## config.mk

```make
export PLATFORM = sky130hd
export DESIGN_NAME = lfsr_stream
export DESIGN_NICKNAME = d
export VERILOG_FILES = /design/src/rtl/lfsr_stream.sv
export SDC_FILE = /design/constraint.sdc
export NUM_CORES = 1
export LEC_CHECK = 0
export CAP_MARGIN = 20
export CORE_MARGIN = 2
export CORE_UTILIZATION = 57
export CTS_CLUSTER_DIAMETER = 30
export DETAILED_ROUTE_END_ITERATION = 8
export GPL_TIMING_DRIVEN = 0
export MAX_ROUTING_LAYER = met4
export PLACE_DENSITY_LB_ADDON = 0.05
export SYNTH_ARGS = -nofsm -noshare
export SYNTH_HDL_FRONTEND = slang
export SYNTH_SLANG_ARGS = --single-unit
```

## constraint.sdc

```tcl
create_clock -name clk -period 3.5 [get_ports clk]
set_input_delay 1.05 -clock clk [delete_from_list [all_inputs] [get_ports clk]]
set_output_delay 1.05 -clock clk [all_outputs]
set_load 0.005 [all_outputs]
```

## src/rtl/lfsr_stream.sv

```systemverilog
`default_nettype none
// ---------------------------------------------------------------------------
// lfsr_stream : Fibonacci LFSR word source (STEP shifts/word) on a valid/ready
// stream, with seed load, period-wrap pulse and all-zero lock-up recovery.
// Revision: 1.0
// ---------------------------------------------------------------------------
module lfsr_stream #(
  parameter int              DATA = 8,
  parameter int              STEP = 1,
  parameter logic [DATA-1:0] SEED = {{(DATA-1){1'b0}}, 1'b1}
) (
  input  logic            clk,
  input  logic            reset,
  input  logic            en,
  input  logic            seed_load,
  input  logic [DATA-1:0] seed_in,
  input  logic            out_ready,
  output logic            out_valid,
  output logic [DATA-1:0] out_data,
  output logic            wrap,
  output logic            lockup
);

  function automatic logic [31:0] bit_at(input int k);
    bit_at = 32'd1 << (k - 1);
  endfunction

  function automatic logic [31:0] tap_mask(input int w);
    case (w)
      3:       tap_mask = bit_at(3)  | bit_at(2);
      4:       tap_mask = bit_at(4)  | bit_at(3);
      5:       tap_mask = bit_at(5)  | bit_at(3);
      6:       tap_mask = bit_at(6)  | bit_at(5);
      7:       tap_mask = bit_at(7)  | bit_at(6);
      8:       tap_mask = bit_at(8)  | bit_at(6)  | bit_at(5)  | bit_at(4);
      9:       tap_mask = bit_at(9)  | bit_at(5);
      10:      tap_mask = bit_at(10) | bit_at(7);
      11:      tap_mask = bit_at(11) | bit_at(9);
      12:      tap_mask = bit_at(12) | bit_at(6)  | bit_at(4)  | bit_at(1);
      13:      tap_mask = bit_at(13) | bit_at(4)  | bit_at(3)  | bit_at(1);
      14:      tap_mask = bit_at(14) | bit_at(5)  | bit_at(3)  | bit_at(1);
      15:      tap_mask = bit_at(15) | bit_at(14);
      16:      tap_mask = bit_at(16) | bit_at(15) | bit_at(13) | bit_at(4);
      17:      tap_mask = bit_at(17) | bit_at(14);
      18:      tap_mask = bit_at(18) | bit_at(11);
      19:      tap_mask = bit_at(19) | bit_at(6)  | bit_at(2)  | bit_at(1);
      20:      tap_mask = bit_at(20) | bit_at(17);
      21:      tap_mask = bit_at(21) | bit_at(19);
      22:      tap_mask = bit_at(22) | bit_at(21);
      23:      tap_mask = bit_at(23) | bit_at(18);
      24:      tap_mask = bit_at(24) | bit_at(23) | bit_at(22) | bit_at(17);
      25:      tap_mask = bit_at(25) | bit_at(22);
      26:      tap_mask = bit_at(26) | bit_at(6)  | bit_at(2)  | bit_at(1);
      27:      tap_mask = bit_at(27) | bit_at(5)  | bit_at(2)  | bit_at(1);
      28:      tap_mask = bit_at(28) | bit_at(25);
      29:      tap_mask = bit_at(29) | bit_at(27);
      30:      tap_mask = bit_at(30) | bit_at(6)  | bit_at(4)  | bit_at(1);
      31:      tap_mask = bit_at(31) | bit_at(28);
      32:      tap_mask = bit_at(32) | bit_at(22) | bit_at(2)  | bit_at(1);
      default: tap_mask = 32'd0;
    endcase
  endfunction

  localparam logic [31:0]     TAPS_32  = tap_mask(DATA);
  localparam logic [DATA-1:0] TAPS     = TAPS_32[DATA-1:0];
  localparam logic [DATA-1:0] ONE      = {{(DATA-1){1'b0}}, 1'b1};
  localparam logic [DATA-1:0] SEED_FIX = (SEED == '0) ? ONE : SEED;
  localparam logic [DATA:0]   PERIOD   = {1'b0, {DATA{1'b1}}};
  localparam logic [DATA:0]   STEP_W   = (DATA + 1)'(STEP);

  if (DATA < 3 || DATA > 32) begin : g_bad_data
    $error("lfsr_stream: DATA=%0d outside legal range 3..32", DATA);
    $fatal(1, "lfsr_stream: illegal DATA parameter");
  end

  if (STEP < 1 || STEP > DATA) begin : g_bad_step
    $fatal(1, "lfsr_stream: STEP=%0d outside legal range 1..DATA", STEP);
  end

  logic [DATA-1:0] state;
  logic [DATA-1:0] cnt;
  logic [DATA-1:0] stepped;
  logic [DATA-1:0] seed_fix;
  logic [DATA:0]   cnt_sum;
  logic [DATA-1:0] cnt_next;
  logic            cnt_hit;
  logic            adv;

  // All STEP single-bit shifts are unrolled into one combinational cone.
  always_comb begin
    stepped = state;
    for (int i = 0; i < STEP; i++) begin
      stepped = {stepped[DATA-2:0], ^(stepped & TAPS)};
    end
  end

  always_comb begin
    cnt_sum  = {1'b0, cnt} + STEP_W;
    cnt_hit  = (cnt_sum >= PERIOD);
    cnt_next = cnt_sum[DATA-1:0];
    if (cnt_hit) begin
      cnt_next = cnt_sum[DATA-1:0] - PERIOD[DATA-1:0];
    end
  end

  assign seed_fix = (seed_in == '0) ? ONE : seed_in;
  assign adv      = en & ~seed_load & (~out_valid | out_ready);

  always_ff @(posedge clk) begin
    if (reset) begin
      state     <= SEED_FIX;
      out_data  <= '0;
      out_valid <= 1'b0;
      wrap      <= 1'b0;
      lockup    <= 1'b0;
      cnt       <= '0;
    end else begin
      wrap   <= 1'b0;
      lockup <= 1'b0;
      if (seed_load) begin
        state     <= seed_fix;
        out_valid <= 1'b0;
        cnt       <= '0;
      end else if (state == '0) begin
        // Recovery only touches the state; the stream and counter are left alone.
        state  <= ONE;
        lockup <= 1'b1;
      end else if (adv) begin
        state     <= stepped;
        out_data  <= stepped;
        out_valid <= 1'b1;
        cnt       <= cnt_next;
        wrap      <= cnt_hit;
      end else if (out_valid && out_ready) begin
        out_valid <= 1'b0;
      end
    end
  end

endmodule
`default_nettype wire

```

# Word level (Yosys, flattened, before mapping)
# Index checks and enable logic that the tools add are counted.
[totals]
out_inout_bits = 11
wordCells = 35
ff_bits = 27
in_bits = 13
[classes]
n_mux = 8
magnitude_cmp = 1
bitwise = 7
n_addsub = 2
reduce_logical = 11
[ops]
columns = ["operator", "count"]
rows = [
  ["2-to-1 mux 8 bit", 5],
  ["logical NOT 8 bit", 2],
  ["adder 8 x 1 -> 9 bit, second input constant", 1],
  ["greater-or-equal comparator 9 x 8 -> 1 bit, second input constant", 1],
  ["XOR reduction 8 bit", 1],
  ["subtractor 8 bit, second input constant", 1],
  ["NOT 1 bit", 4],
  ["AND reduction 2 bit", 2],
  ["OR reduction 4 bit", 1],
  ["2-to-1 mux 1 bit", 3],
  ["AND reduction 3 bit", 1],
  ["nonzero test 3 bit", 1],
  ["bitwise AND 1 bit", 2],
  ["nonzero test 2 bit", 1],
  ["OR reduction 2 bit", 1],
  ["logical AND 1 bit", 1],
  ["OR 1 bit", 1],
]

# Logic depth before layout (Yosys ltp)
[logic_depth]
word_depth = 6
depth_mapped = 9
mapped_depth_nobuf = 7

# Worst setup path before layout
# OpenSTA, ideal clock, no wires.
[synth_timing]
kind = "input to register"
startpoint = "input reset"
endpoint = "register cnt[4]"
path_stages = 5
setup_slack_ns = 1.265
n_path_buf = 2
arrival_ns = 2.162
required_ns = 3.427
setup_time_ns = 0.073
cell_sequence = "clkbuf_1 or2_1 buf_2 or4_1 o211ai_2"
[synth_between]
elab_chain_len = 1
[synth_rtl]
columns = ["element", "line", "source"]
rows = [
  ["start: declaration", "13", "input logic reset,"],
  ["OR reduction 2 bit (no source line)", "--", ""],
  ["end signal: assignment", "132", "cnt <= cnt_next;"],
  ["end: declaration", "81", "logic [DATA-1:0] cnt;"],
]
# No other way between the ends.
# A chain may end at the register's enable or synchronous reset.

# Final worst setup path
[layout_timing]
startpoint = "input seed_load"
endpoint = "register cnt[4]"
[layout_between]
elab_chain_len = 4
elab_cells_between_ends = 5
classes_between = "3 x bitwise; 2 x reduce/logical"
[layout_rtl]
columns = ["element", "line", "source"]
rows = [
  ["start: declaration", "15", "input logic seed_load,"],
  ["NOT 1 bit (no source line)", "--", ""],
  ["bitwise AND 1 bit (2 in series)", "107", "assign adv = en & ~seed_load & (~out_valid | out_ready);"],
  ["AND reduction 2 bit (no source line)", "--", ""],
]
# Several ways; a longest one is shown, not always the timed one.

==> impl_metrics.tcl <==
set metrics [dict create \
    status "finished clean" \
    synth_fa_ha_area_share_pct 2.50 \
    diodes 0 \
    postPlaceCellArea_um2 1760 \
    synthDistinctLibCells 49 \
    p_comb_share_pct 18.9 \
    r2r_slack_ns 1.30 \
    final.setup.tns_ns 0 \
    synth_cells 179 \
    hold_viol_final 0 \
    regArea_um2 541 \
    via_per_inst 5.98 \
    cp.required_ns 3.77 \
    power_density_nw_per_um2 327 \
    start_util_pct 60.7 \
    route.vias.total 1405 \
    tightestPinTransition_ns 0.472 \
    hold_end "out_data[4]$_SDFFE_PP0P_" \
    hold_depth 2 \
    std_cell_rows 18 \
    cts_root_buffer "clkbuf_4" \
    core_area_um2 2480 \
    final_cells 235 \
    grt_start_max_net_pins 17 \
    ys.flop_type "dfxtp_1" \
    rsz0062_at_grt "no" \
    worst_setup_path_start_kind "input port" \
    synth-compound-area-share_pct 22.9 \
    yosysTopAreaCellShare_pct 36.0 \
    die_x_um 55.3 \
    synth_xor_area_share_pct 1.17 \
    seq_area_frac_synth_pct 36.0 \
    async_flop_share_pct 0 \
    cts_tree "done" \
    cellLeakagePower_nw 0.622 \
    relSlewSlack_pct 68.2 \
    totalPowerFinal_uw 585 \
    synth_nets 195 \
    ff2ff_path_depth 8 \
    final-setup-viol-count 0 \
    drive_gt1_share_pct 11.2 \
    overflow 0 \
    fin_crit_sh_pct 70.9 \
    post-place-ws_ns 0.671 \
    multiInputGateArea_um2 873 \
    pwr-share-clk_pct 23.7 \
    dr.pass1.iters 4 \
    grt_antenna_before_repair 0 \
    hp-start "out_data[4]$_SDFFE_PP0P_" \
    vdd_drop_max_v 0.000362 \
    max-cap-violations 0 \
    hold_buffers 0 \
    chipHeight_um 55.3 \
    cts_buffer_depth 2 \
    dieArea_um2 3060 \
    drc_errors 0 \
    cts_buffers 3 \
    reg2reg_to "cnt[0]$_SDFFE_PP0P_" \
    drt-total-wl_mm 3.43 \
    synth_top_family_by_area "simple AND/OR/NAND/NOR gates" \
    worst-path-max-fanout 10 \
    syn_to_final_growth_pct 19.2 \
    crit_path_top_delay_cell "or4_1" \
    setup_slack_ns 1.02 \
    end_kind "register" \
    slew_viol_final 0 \
    avgSynthCellArea_um2 8.39 \
    switchingPower_uw 165 \
    synth-simple-area-share_pct 26.1 \
    post_drt_wl_per_cell_um 14.6 \
    postCtsResizedCells 0 \
    initialDrtViolationCount 51 \
    grt_usage_pct 24.6 \
    cts_setup_buffers 0 \
    syn-cell-area_um2 1500 \
    synthTopCellsByArea "dfxtp_1 (36%), nand2_1 (8.7%), nor2_1 (4.2%)" \
    synth_edf_count 0 \
    cp_cell_sequence "clkdlybuf4s50_1 -> buf_4 -> or2_1 -> buf_2 -> or4_1 -> o211ai_2" \
    layout.nets 222 \
    r2r_start "cnt[0]$_SDFFE_PP0P_" \
    sw_frac_of_total_pct 28.1 \
    final_cell_area_um2 1790 \
    fmax_ghz 0.403 \
    internal_power_uw 421 \
    synth.ff_latch_count 27 \
    critPathMaxStageDelay_ns 0.51 \
    fin_skew_ns 0.00713 \
    hold_path.class "reg -> reg" \
    path_class "in -> reg" \
    gp_congestion 0.893 \
    antenna_left 0 \
    portBuffers 22 \
    path_clk_slew_ns 0.15 \
    grt_pass1_wl_mm 6.05 \
    ios 24 \
    worstPathArrival_ns 2.75 \
    placed_cells 231 \
    yosys.area.top_type "dfxtp_1" \
    seqPwrFrac_pct 57.4 \
    muxShareOfSynthArea_pct 5.50 \
    dp_hpwl_mm 2.64 \
    fin_crit_ns 2.48 \
    yosysWarnings 0 \
    cts_sinks 27 \
    clk_latency_ns 0.33 \
    synth.most_common_cell "nand2_1" \
    synth_commonest_cells "nand2_1 (35), dfxtp_1 (27), nor2_1 (17)" \
    first_global_vias 1429 \
    fillers 191 \
    h-tree-depth 1 \
]
-- registers in the layout, summed over array words and instances, names as in the netlist --
register / cells
lockup: 1
out_valid: 1
cnt: 8
wrap: 1
state: 8
out_data: 8
-- worst max-delay path by stage --
stage	from	end	slack [ns]
after floorplan	reset	cnt[4]$_SDFFE_PP0P_	1.27
after global placement	seed_load	cnt[4]$_SDFFE_PP0P_	0.71
after detailed placement	seed_load	cnt[4]$_SDFFE_PP0P_	0.67
after CTS	seed_load	cnt[4]$_SDFFE_PP0P_	1.03
after global routing	seed_load	cnt[4]$_SDFFE_PP0P_	0.98
final	seed_load	cnt[4]$_SDFFE_PP0P_	1.02
-- critical path, delay by kind of cell --
kind	cells	cell delay, ns
AOI/OAI and AO/OA	1	0.09
buffers and inverters	3	0.86
and+or+nand+nor	2	0.75
-- layer usage --
metal  vias to the layer above  GRT usage, %  part of all wire (%)
met3                         4          4.92                   5.3
met1                       647          26.7                    41
li1                        704             -                     -
met4                         0          9.06                   1.1
met2                        50          43.9                    53
met5                         -             -                     0
-- through the flow --
step / util (%) / hold slack, ns
after floorplan: - / 0.453
after global placement: 71.1 / 0.447
after detailed placement: 71.1 / 0.450
after CTS: 72.3 / 0.470
after global routing: 72.3 / 0.492
final: 72.3 / 0.468
-- power groups by stage --
stage / Clock, mW / Sequential (mW) / Combinational [mW]
final: 0.139 / 0.336 / 0.110
after global routing: 0.157 / 0.338 / 0.122
after CTS: 0.146 / 0.336 / 0.111
after detailed placement: 0 / 0.343 / 0.111
after global placement: 0 / 0.342 / 0.106
after floorplan: 0 / 0.340 / 0.0700
-- layout make-up --
cell class / instances / share of cell area [%]
buffer: 10 / 3.70
multi-input combinational: 136 / 48.8
inverter: 6 / 1.26
clock inverter: 1 / 0.419
clock buffer: 3 / 1.26
timing repair buffer: 22 / 12.3
sequential: 27 / 30.2
tap: 30 / 2.10
-- cells by family after synthesis --
group / Yosys count
compound gates: 44
fa+ha+maj: 3
xor+xnor: 2
buf+inv: 16
flops: 27
mux: 8
simple gates: 79
-- placed cells by master (no fill, tap or decap), drive strengths merged, types with 2 or more instances in the layout --
master,n
clkdlybuf4s50,22
ha,3
or4,3
o211ai,5
buf,7
nor4,2
a31oi,2
nor2,17
o21ai,5
nand3,4
clkbuf,6
nand4,4
a311oi,2
nand2,36
a211oi,7
dfxtp,27
and4,2
inv,6
o311ai,2
xnor2,2
a21oi,12
o22a,2
and2,2
nor2b,2
mux2i,6
mux2,2
Note: power is estimated with default switching activity, not from simulation.
